### src/rtl/contiguous_run_splitter_pkg.sv
// Shared types and elaboration helpers for the contiguous run splitter.
package contiguous_run_splitter_pkg;

    typedef enum logic {
        IDLE = 1'b0,
        EMIT = 1'b1
    } splitter_state_e;

    // Bits needed to hold the largest run ordinal, ceil(w/2)-1 (at least 1 bit).
    function automatic int min_run_index_width(input int word_width);
        int max_ordinal;
        int width;
        max_ordinal = (word_width + 1) / 2 - 1;
        width = 1;
        while ((1 << width) <= max_ordinal) begin
            width = width + 1;
        end
        return width;
    endfunction

endpackage

### src/rtl/contiguous_run_splitter_turn_off_rightmost_run.sv
// Clears the lowest contiguous run of 1s in a word: r & ((r | (r - 1)) + 1).
module turn_off_rightmost_run #(
    parameter int WORD_WIDTH = 8
) (
    input  logic [WORD_WIDTH-1:0] r,
    output logic [WORD_WIDTH-1:0] next_r
);

    localparam logic [WORD_WIDTH-1:0] ONE = WORD_WIDTH'(1);

    logic [WORD_WIDTH-1:0] fill_below;
    logic [WORD_WIDTH-1:0] carry_out;

    // Filling the zeros below the run lets the +1 carry ripple through it and
    // overflow to zero when the run reaches the MSB.
    assign fill_below = r | (r - ONE);
    assign carry_out  = fill_below + ONE;
    assign next_r     = r & carry_out;

endmodule

### src/rtl/contiguous_run_splitter.sv
// Splits each input word into one mask per contiguous run of 1s, LSB first,
// with ready/valid on both sides and no bubble between words.
module contiguous_run_splitter
    import contiguous_run_splitter_pkg::*;
#(
    parameter int WORD_WIDTH      = 8,
    parameter int RUN_INDEX_WIDTH = 3
) (
    input  logic                       clock,
    input  logic                       clear_n,
    input  logic                       input_valid,
    output logic                       input_ready,
    input  logic [WORD_WIDTH-1:0]      input_data,
    output logic                       output_valid,
    input  logic                       output_ready,
    output logic [WORD_WIDTH-1:0]      output_mask,
    output logic [RUN_INDEX_WIDTH-1:0] output_index,
    output logic                       output_last,
    output logic                       output_empty
);

    generate
        if (WORD_WIDTH < 1) begin : g_bad_word_width
            $error("contiguous_run_splitter: WORD_WIDTH must be >= 1");
        end
        if (RUN_INDEX_WIDTH < min_run_index_width(WORD_WIDTH)) begin : g_bad_index_width
            $error("contiguous_run_splitter: RUN_INDEX_WIDTH too narrow for WORD_WIDTH");
        end
    endgenerate

    localparam logic [RUN_INDEX_WIDTH-1:0] INDEX_ONE = RUN_INDEX_WIDTH'(1);

    splitter_state_e              state_q;
    splitter_state_e              state_d;
    logic [WORD_WIDTH-1:0]        remain_q;
    logic [WORD_WIDTH-1:0]        remain_next;
    logic [RUN_INDEX_WIDTH-1:0]   index_q;
    logic                         empty_q;
    logic                         emit;
    logic                         run_is_last;
    logic                         load;
    logic                         advance;

    turn_off_rightmost_run #(
        .WORD_WIDTH (WORD_WIDTH)
    ) u_turn_off (
        .r      (remain_q),
        .next_r (remain_next)
    );

    assign emit        = (state_q == EMIT);
    assign run_is_last = (remain_next == '0);
    assign load        = input_valid & input_ready;
    assign advance     = emit & output_ready & ~run_is_last;

    always_ff @(posedge clock or negedge clear_n) begin
        if (!clear_n) begin
            state_q <= IDLE;
        end else begin
            state_q <= state_d;
        end
    end

    always_comb begin
        state_d = state_q;
        case (state_q)
            IDLE: begin
                if (input_valid) begin
                    state_d = EMIT;
                end
            end
            EMIT: begin
                if (output_ready && run_is_last) begin
                    state_d = input_valid ? EMIT : IDLE;
                end
            end
            default: state_d = IDLE;
        endcase
    end

    // Outputs are forced to zero outside EMIT so stale remainder bits never leak.
    always_comb begin
        input_ready  = ~emit | (run_is_last & output_ready);
        output_valid = 1'b0;
        output_mask  = '0;
        output_index = '0;
        output_last  = 1'b0;
        output_empty = 1'b0;
        if (emit) begin
            output_valid = 1'b1;
            output_mask  = remain_q ^ remain_next;
            output_index = index_q;
            output_last  = run_is_last;
            output_empty = empty_q;
        end
    end

    always_ff @(posedge clock or negedge clear_n) begin
        if (!clear_n) begin
            remain_q <= '0;
            index_q  <= '0;
            empty_q  <= 1'b0;
        end else if (load) begin
            remain_q <= input_data;
            index_q  <= '0;
            empty_q  <= (input_data == '0);
        end else if (advance) begin
            remain_q <= remain_next;
            index_q  <= index_q + INDEX_ONE;
        end
    end

endmodule

### config.mk
export PLATFORM = sky130hd
export DESIGN_NAME = contiguous_run_splitter
export DESIGN_NICKNAME = d
export VERILOG_FILES = /design/src/rtl/contiguous_run_splitter_pkg.sv /design/src/rtl/contiguous_run_splitter_turn_off_rightmost_run.sv /design/src/rtl/contiguous_run_splitter.sv
export SDC_FILE = /design/constraint.sdc
export NUM_CORES = 1
export LEC_CHECK = 0
export BUFFER_PORTS_ARGS = -buffer_cell sky130_fd_sc_hd__buf_2
export CAP_MARGIN = 20
export CORE_ASPECT_RATIO = 0.8
export CORE_MARGIN = 3
export CORE_UTILIZATION = 40
export DETAILED_ROUTE_END_ITERATION = 7
export HOLD_SLACK_MARGIN = 0.03
export SKIP_CTS_REPAIR_TIMING = 1
export SYNTH_ARGS = -nofsm -noshare
export SYNTH_HDL_FRONTEND = slang
export SYNTH_SLANG_ARGS = --single-unit
### constraint.sdc
create_clock -name clock -period 2.95 [get_ports clock]
set_input_delay 0.1475 -clock clock [delete_from_list [all_inputs] [get_ports clock]]
set_output_delay 0.1475 -clock clock [all_outputs]
set_load 0.01 [all_outputs]
## Word level (Yosys, flattened, before mapping)

Index checks and enable logic that the tools add are counted.

| storage, ports and cells | value |
|---|---|
| flip-flop bits (word level) | 13 |
| input port bits | 12 |
| logic and storage cells | 33 |

| operators by class | value |
|---|---|
| $add $sub $neg | 3 |
| mux-type cells | 12 |
| bitwise logic cells | 10 |
| reductions and logical operators | 4 |

Operators by type and width:

| kind | count |
|---|---|
| 8-bit two-way mux | 3 |
| 8-bit logical NOT | 2 |
| 3-bit two-way mux | 3 |
| 8-bit by 1-bit adder with 8-bit output (second input constant) | 1 |
| 8-bit AND | 1 |
| 8-bit bitwise OR | 1 |
| 8-bit by 1-bit subtractor with 8-bit output (second input constant) | 1 |
| 8-bit bitwise XOR | 1 |
| 1-bit two-way mux | 5 |
| 1-bit AND | 4 |
| 3-bit by 1-bit adder with 3-bit output (second input constant) | 1 |
| 1-bit NOT | 2 |
| 1-bit one-hot mux with 2 select lines | 1 |
| 2-bit nonzero test | 1 |
| 1-bit logical AND | 1 |
| 1-bit bitwise OR | 1 |

## Depth between registers and ports, before layout

| logic depth | value |
|---|---|
| depth in word-level cells | 9 |
| depth in mapped cells | 9 |
| mapped depth without buffers | 6 |

## Cells and area by module

Synthesis repeated with hierarchy kept, for this count alone.

| unflattened totals | value |
|---|---|
| cells, all modules | 110 |
| area, all modules | 958.4 um^2 |

By module, submodules not included:

| module | times used | cells an instance | area an instance (um^2) | sequential area each (um^2) |
|---|---|---|---|---|
| contiguous_run_splitter | 1 | 90 | 825.8 | 325.3 |
| turn_off_rightmost_run | 1 | 20 | 132.6 | 0.0 |

## Worst setup path after synthesis

Ideal clock, no wire load.

| path | value |
|---|---|
| path kind | flip-flop to flip-flop |
| from | reg remain_q[4] |
| to | reg remain_q[6] |
| setup time | 0.125 ns |
| arrival time | 1.813 ns |
| data required time | 2.825 ns |
| path slack | 1.012 ns |
| stages on the path, launching flop included | 8 |
| path buffers | 2 |
| clock period less this slack | 1.938 ns |
| cell sequence | dfrtp_1 -> buf_6 -> or2_1 -> a211oi_1 -> o21ai_1 -> o32a_1 -> buf_6 -> mux2_4 |

| between the ends | value |
|---|---|
| word-level cells in the longest chain between the ends | 9 |
| elaborated cells on any way between the ends | 13 |
| those cells by class | add/sub: 2; mux: 2; bitwise: 7; reduce/logical: 2 |

Ends and longest elaborated chain:

| what | line | RTL |
|---|---|---|
| start: declaration | contiguous_run_splitter.sv:35 | `logic [WORD_WIDTH-1:0] remain_q;` |
| start signal: assignment | contiguous_run_splitter.sv:104 | `remain_q <= input_data;` |
| start signal: assignment | contiguous_run_splitter.sv:108 | `remain_q <= remain_next;` |
| 8-bit by 1-bit subtractor with 8-bit output | contiguous_run_splitter_turn_off_rightmost_run.sv:16 | `assign fill_below = r \| (r - ONE);` |
| 8-bit bitwise OR | contiguous_run_splitter_turn_off_rightmost_run.sv:16 |  |
| 8-bit by 1-bit adder with 8-bit output | contiguous_run_splitter_turn_off_rightmost_run.sv:17 | `assign carry_out = fill_below + ONE;` |
| 8-bit AND * | contiguous_run_splitter_turn_off_rightmost_run.sv:18 | `assign next_r = r & carry_out;` |
| 8-bit logical NOT | contiguous_run_splitter.sv:52 | `assign run_is_last = (remain_next == '0);` |
| 1-bit AND | contiguous_run_splitter.sv:83 | `input_ready = ~emit \| (run_is_last & output_ready);` |
| 1-bit bitwise OR | contiguous_run_splitter.sv:83 |  |
| 1-bit AND | contiguous_run_splitter.sv:53 | `assign load = input_valid & input_ready;` |
| 8-bit two-way mux or 2-bit nonzero test (tied branches) | - |  |

Mark *: on every way between the ends. The rest lies on a longest branch, timed or not. The select of a mux whose other input is x is not followed.
A chain may end at the register's enable or synchronous reset.

## Final worst setup path

| path | value |
|---|---|
| from | reg remain_q[3] |
| to | reg remain_q[6] |

Same word-level chain as after synthesis.

==> results by stage <==
Power and ir drop:
- The switching part of the total is 46.7%.
- Combinational cells account for 60.5% of the total power.
- In this run the power spent charging and discharging nets is 536 uW.
- Internal power comes to between 600 and 700 uW.
- The clock network accounts for 10.1% of the total power.
- The leakage power total is 0.576 nW.
- In this run the power density over the cells is 1060 nW/um^2.
- VDD sags by at most 0.586 mV.
- In this run, flip-flops and latches consume 29.4% of the power.

Cells and area:
- Cells with a size suffix above 1 make up 35.7% of the layout.
- The library cells used most frequently in the layout, excluding fill and tap cells, are sky130_fd_sc_hd__buf_2 (26), sky130_fd_sc_hd__dfrtp_1 (13), sky130_fd_sc_hd__nand2_1 (10).
- At the end of the flow, the number of nets in the layout was 143.
- The library cell used most frequently in the layout, excluding fill and tap cells, is sky130_fd_sc_hd__buf_2.
- Relative to the synthesized area, the layout overhead comes to 18.3%.
- The number of inserted diodes is 0.
- The count of fill cells added during filler insertion is 212.

Setup path:
- The kind of start point of the critical path is a flop.
- The cell with the largest stage delay on the worst path is sky130_fd_sc_hd__o32a_1.
- The number of buffers and inverters on the critical path is 0.
- Of all nets on the critical path, the largest fanout is 13.
- The largest stage delay on the critical path is 0.64 ns.
- Traced cell by cell, the critical path runs through and2b_1 -> o21ai_2 -> a311oi_2 -> o32a_1 -> mux2_4.
- STA classifies the critical path endpoint as a flop.
- The worst path arrival time is about 2.5 ns.
- The kind of cell adding the most delay to the critical path is compound AO/OA/AOI/OAI gates.
- The critical path is of the flop to flop type.
- Data on the critical path is required at its endpoint by 3.12 ns.

Logic synthesis:
- By area the synthesized netlist is led by sky130_fd_sc_hd__dfrtp_1 (35%), sky130_fd_sc_hd__o21ai_2 (6.7%), sky130_fd_sc_hd__and2_1 (4.8%).
- After synthesis, flip-flops and latches occupy between 30% and 40% of the total area.
- The synthesized netlist occupies a cell area of 917 sq um.
- Dividing the synthesized area by the synthesized cell count gives 9.08 sq um.
- The number of distinct standard cells referenced by the synthesized netlist is 38.
- The number of enable-type register cells in the synthesized netlist is 0.
- Counting every net in the synthesized netlist gives between 100 and 150.
- The area share of the largest cell type after synthesis is 35.5%.
- In the synthesized netlist the dominant register cell turns out to be sky130_fd_sc_hd__dfrtp_1.
- The number of warnings issued by yosys is 0.
- The dominant cell type by area after synthesis is sky130_fd_sc_hd__dfrtp_1.
- Of all flip-flops after synthesis, the portion carrying an async set or reset was 100%.
- Synthesis produced a netlist whose cell count is slightly above 100.
- The register bit count reported by yosys is 13.

Flow run:
- Across the run, the number of max-cap violations was 0.

Clocking:
- In this run the deepest clock path goes through 2 buffers.
- The clock reaches the later pin of the worst-skew pair after 0.28 ns.
- The tree is rooted in a sky130_fd_sc_hd__clkbuf_4.
- In this run the number of H-tree levels came out at 1.
- The total clock buffers created by CTS is 3.
- TritonCTS built the clock tree.
- The clock transition time at the flip-flop clock pins of the worst setup and hold paths is approximately 0.09 ns.
- The tree built by TritonCTS fans out to 13 sinks.

Routing:
- Dividing the detail-routed via count by the number of cells gives roughly 5.2.
- The pre-antenna-repair detailed-routing pass consisted of 5 iterations.
- After detailed routing, the number of remaining DRC violations is 0.
- The final antenna-violating net count is 0.
- For this block, the via count after detailed routing is 790.
- The total routed wirelength is 2.05 mm.
- The DRC marker count from the first detailed-route iteration is 33.
- The average wire per cell in the routed design is 13.4 um.

Global routing:
- The leftover overflow at the end of global routing is 0.
- The initial antenna violation count came to 0.
- The number of global-route vias before repair was between 700 and 800.
- The first-pass GRT wire length is 3.58 mm.
- The global-route total usage across every layer is 15.9%.
- The largest net degree at the start of global routing is 15.

Die:
- The count of boundary I/O pins is 27.
- The initial core utilization is between 40% and 50%.
- From left edge to right edge, the die measures 59.5 um.
- The die outline area is between 2000 and 3000 sq um.
- Measured along the y axis, the die boundary spans 48.8 um.
- Row generation in the floorplan step produced 14 rows.
- After floorplanning, the core was sized to cover 2010 sq um.

STA:
- Dividing the final minimum period by the clock period gives 78.0%.
- The setup TNS after final layout is 0 ns.
- The clock skew is between 0.001 and 0.0015 ns.
- The number of pins with negative max-slew slack in the final report is 0.
- Setup repair after global routing left no endpoint under its margin.
- The count of endpoints failing setup in the final report is 0.
- At the pin with the least slew margin, the transition time is 0.655 ns.
- Headroom to the max-slew limit came out at 56.3%.
- The worst hold slack across all endpoints is ~0.074 ns.
- The hold violation total from the final report came to 0.
- For this run, the top clock speed supported by timing is 434 MHz.
- The shortest clock period the worst path allows after layout is 2.30 ns.

Placement:
- The count of buffers from port buffering is 26.
- Summed over all nets, the half-perimeter wirelength after detailed placement is 1.60 mm.
- The final weighted congestion in routability-driven placement is 0.766.

Min path:
- The class of the worst hold path is primary input to flop.

Status:
- The flow ran to the end, and the final reports show no timing, DRC or antenna violations.
==> worst paths after layout <==
| kind | start | end | slack [ns] | depth (start not counted) |
|---|---|---|---|---|
| max reg2reg | remain_q[3]$_DFFE_PN0P_ | remain_q[6]$_DFFE_PN0P_ | 0.65 | 5 |
| min in group asynchronous | clear_n | remain_q[2]$_DFFE_PN0P_ | 0.28 | 2 |
| min | input_valid | emit$_DFF_PN0_ | 0.07 | 2 |
| max in group asynchronous | clear_n | index_q[0]$_DFFE_PN0P_ | 2.43 | 2 |
| max | remain_q[3]$_DFFE_PN0P_ | remain_q[6]$_DFFE_PN0P_ | 0.65 | 5 |
| min reg2reg | empty_q$_DFFE_PN0P_ | empty_q$_DFFE_PN0P_ | 0.49 | 2 |
==> synth_stat cells, types with 2 or more instances <==
library cell               count
sky130_fd_sc_hd__or2_1         2
sky130_fd_sc_hd__clkbuf_1      2
sky130_fd_sc_hd__and2b_1       3
sky130_fd_sc_hd__nor4_1        2
sky130_fd_sc_hd__o211ai_2      2
sky130_fd_sc_hd__mux2_4        2
sky130_fd_sc_hd__dfrtp_1      13
sky130_fd_sc_hd__and3_1        3
sky130_fd_sc_hd__and2_1        7
sky130_fd_sc_hd__nand3_1       4
sky130_fd_sc_hd__o211ai_1      3
sky130_fd_sc_hd__buf_6         2
sky130_fd_sc_hd__nand2_1      10
sky130_fd_sc_hd__mux2i_1       2
sky130_fd_sc_hd__nor2_1        7
sky130_fd_sc_hd__inv_1         9
sky130_fd_sc_hd__o21ai_2       7
==> cell type report <==
cell class	instances	area [sq um]	area share, %
Inverter	10	37.5	3.46
Timing Repair Buffer	29	155	14.3
Multi-Input combinational cell	73	509	46.9
Sequential cell	13	325	30.0
Clock buffer	3	22.5	2.08
Tap cell	24	30.0	2.77
Clock inverter	1	5.00	0.461
==> logic make-up after synthesis <==
family	after synthesis	synth area share, %
AOI/OAI and AO/OA	24	22.1
xor gates and xnor gates	1	0.955
adders and majority gates	1	1.36
buffers and inverters	15	9.00
DFF	13	35.5
muxes	4	5.46
and+or+nand+nor	43	25.6
==> power groups by stage <==
stage,combinational (mW),sequential [mW],clock [mW]
after global routing,0.782,0.350,0.133
after CTS,0.707,0.337,0.122
after global placement,0.695,0.335,0
after floorplan,0.566,0.307,0
final,0.694,0.338,0.116
after detailed placement,0.702,0.341,0
==> sequential cells by signal, indices dropped and copies added, names as in the netlist <==
register  flops
index_q       3
empty_q       1
remain_q      8
emit          1
==> metal layers <==
metal  GRT usage, %  vias to the layer above  part of all wire, %
met5              0                        -                    0
li1               -                      412                    -
met1           21.5                      358                   47
met3           4.76                        2                  6.0
met4           2.21                        0                 0.44
met2           25.6                       18                   47
==> stage by stage <==
step | utilization (%) | std cells | power (mW) | setup WS, ns | area (sq um)
finish | 53.9 | 153 | 1.15 | 0.648 | 1080
global route | 53.9 | 153 | 1.27 | 0.479 | 1080
CTS | 53.4 | 152 | 1.17 | 0.618 | 1070
detailed placement | 52.0 | 148 | 1.04 | 0.653 | 1050
global placement | 52.0 | 148 | 1.03 | 0.704 | 1050
floorplan | - | 101 | 0.873 | 1.01 | 917
Power figures use the tool's default switching activity.
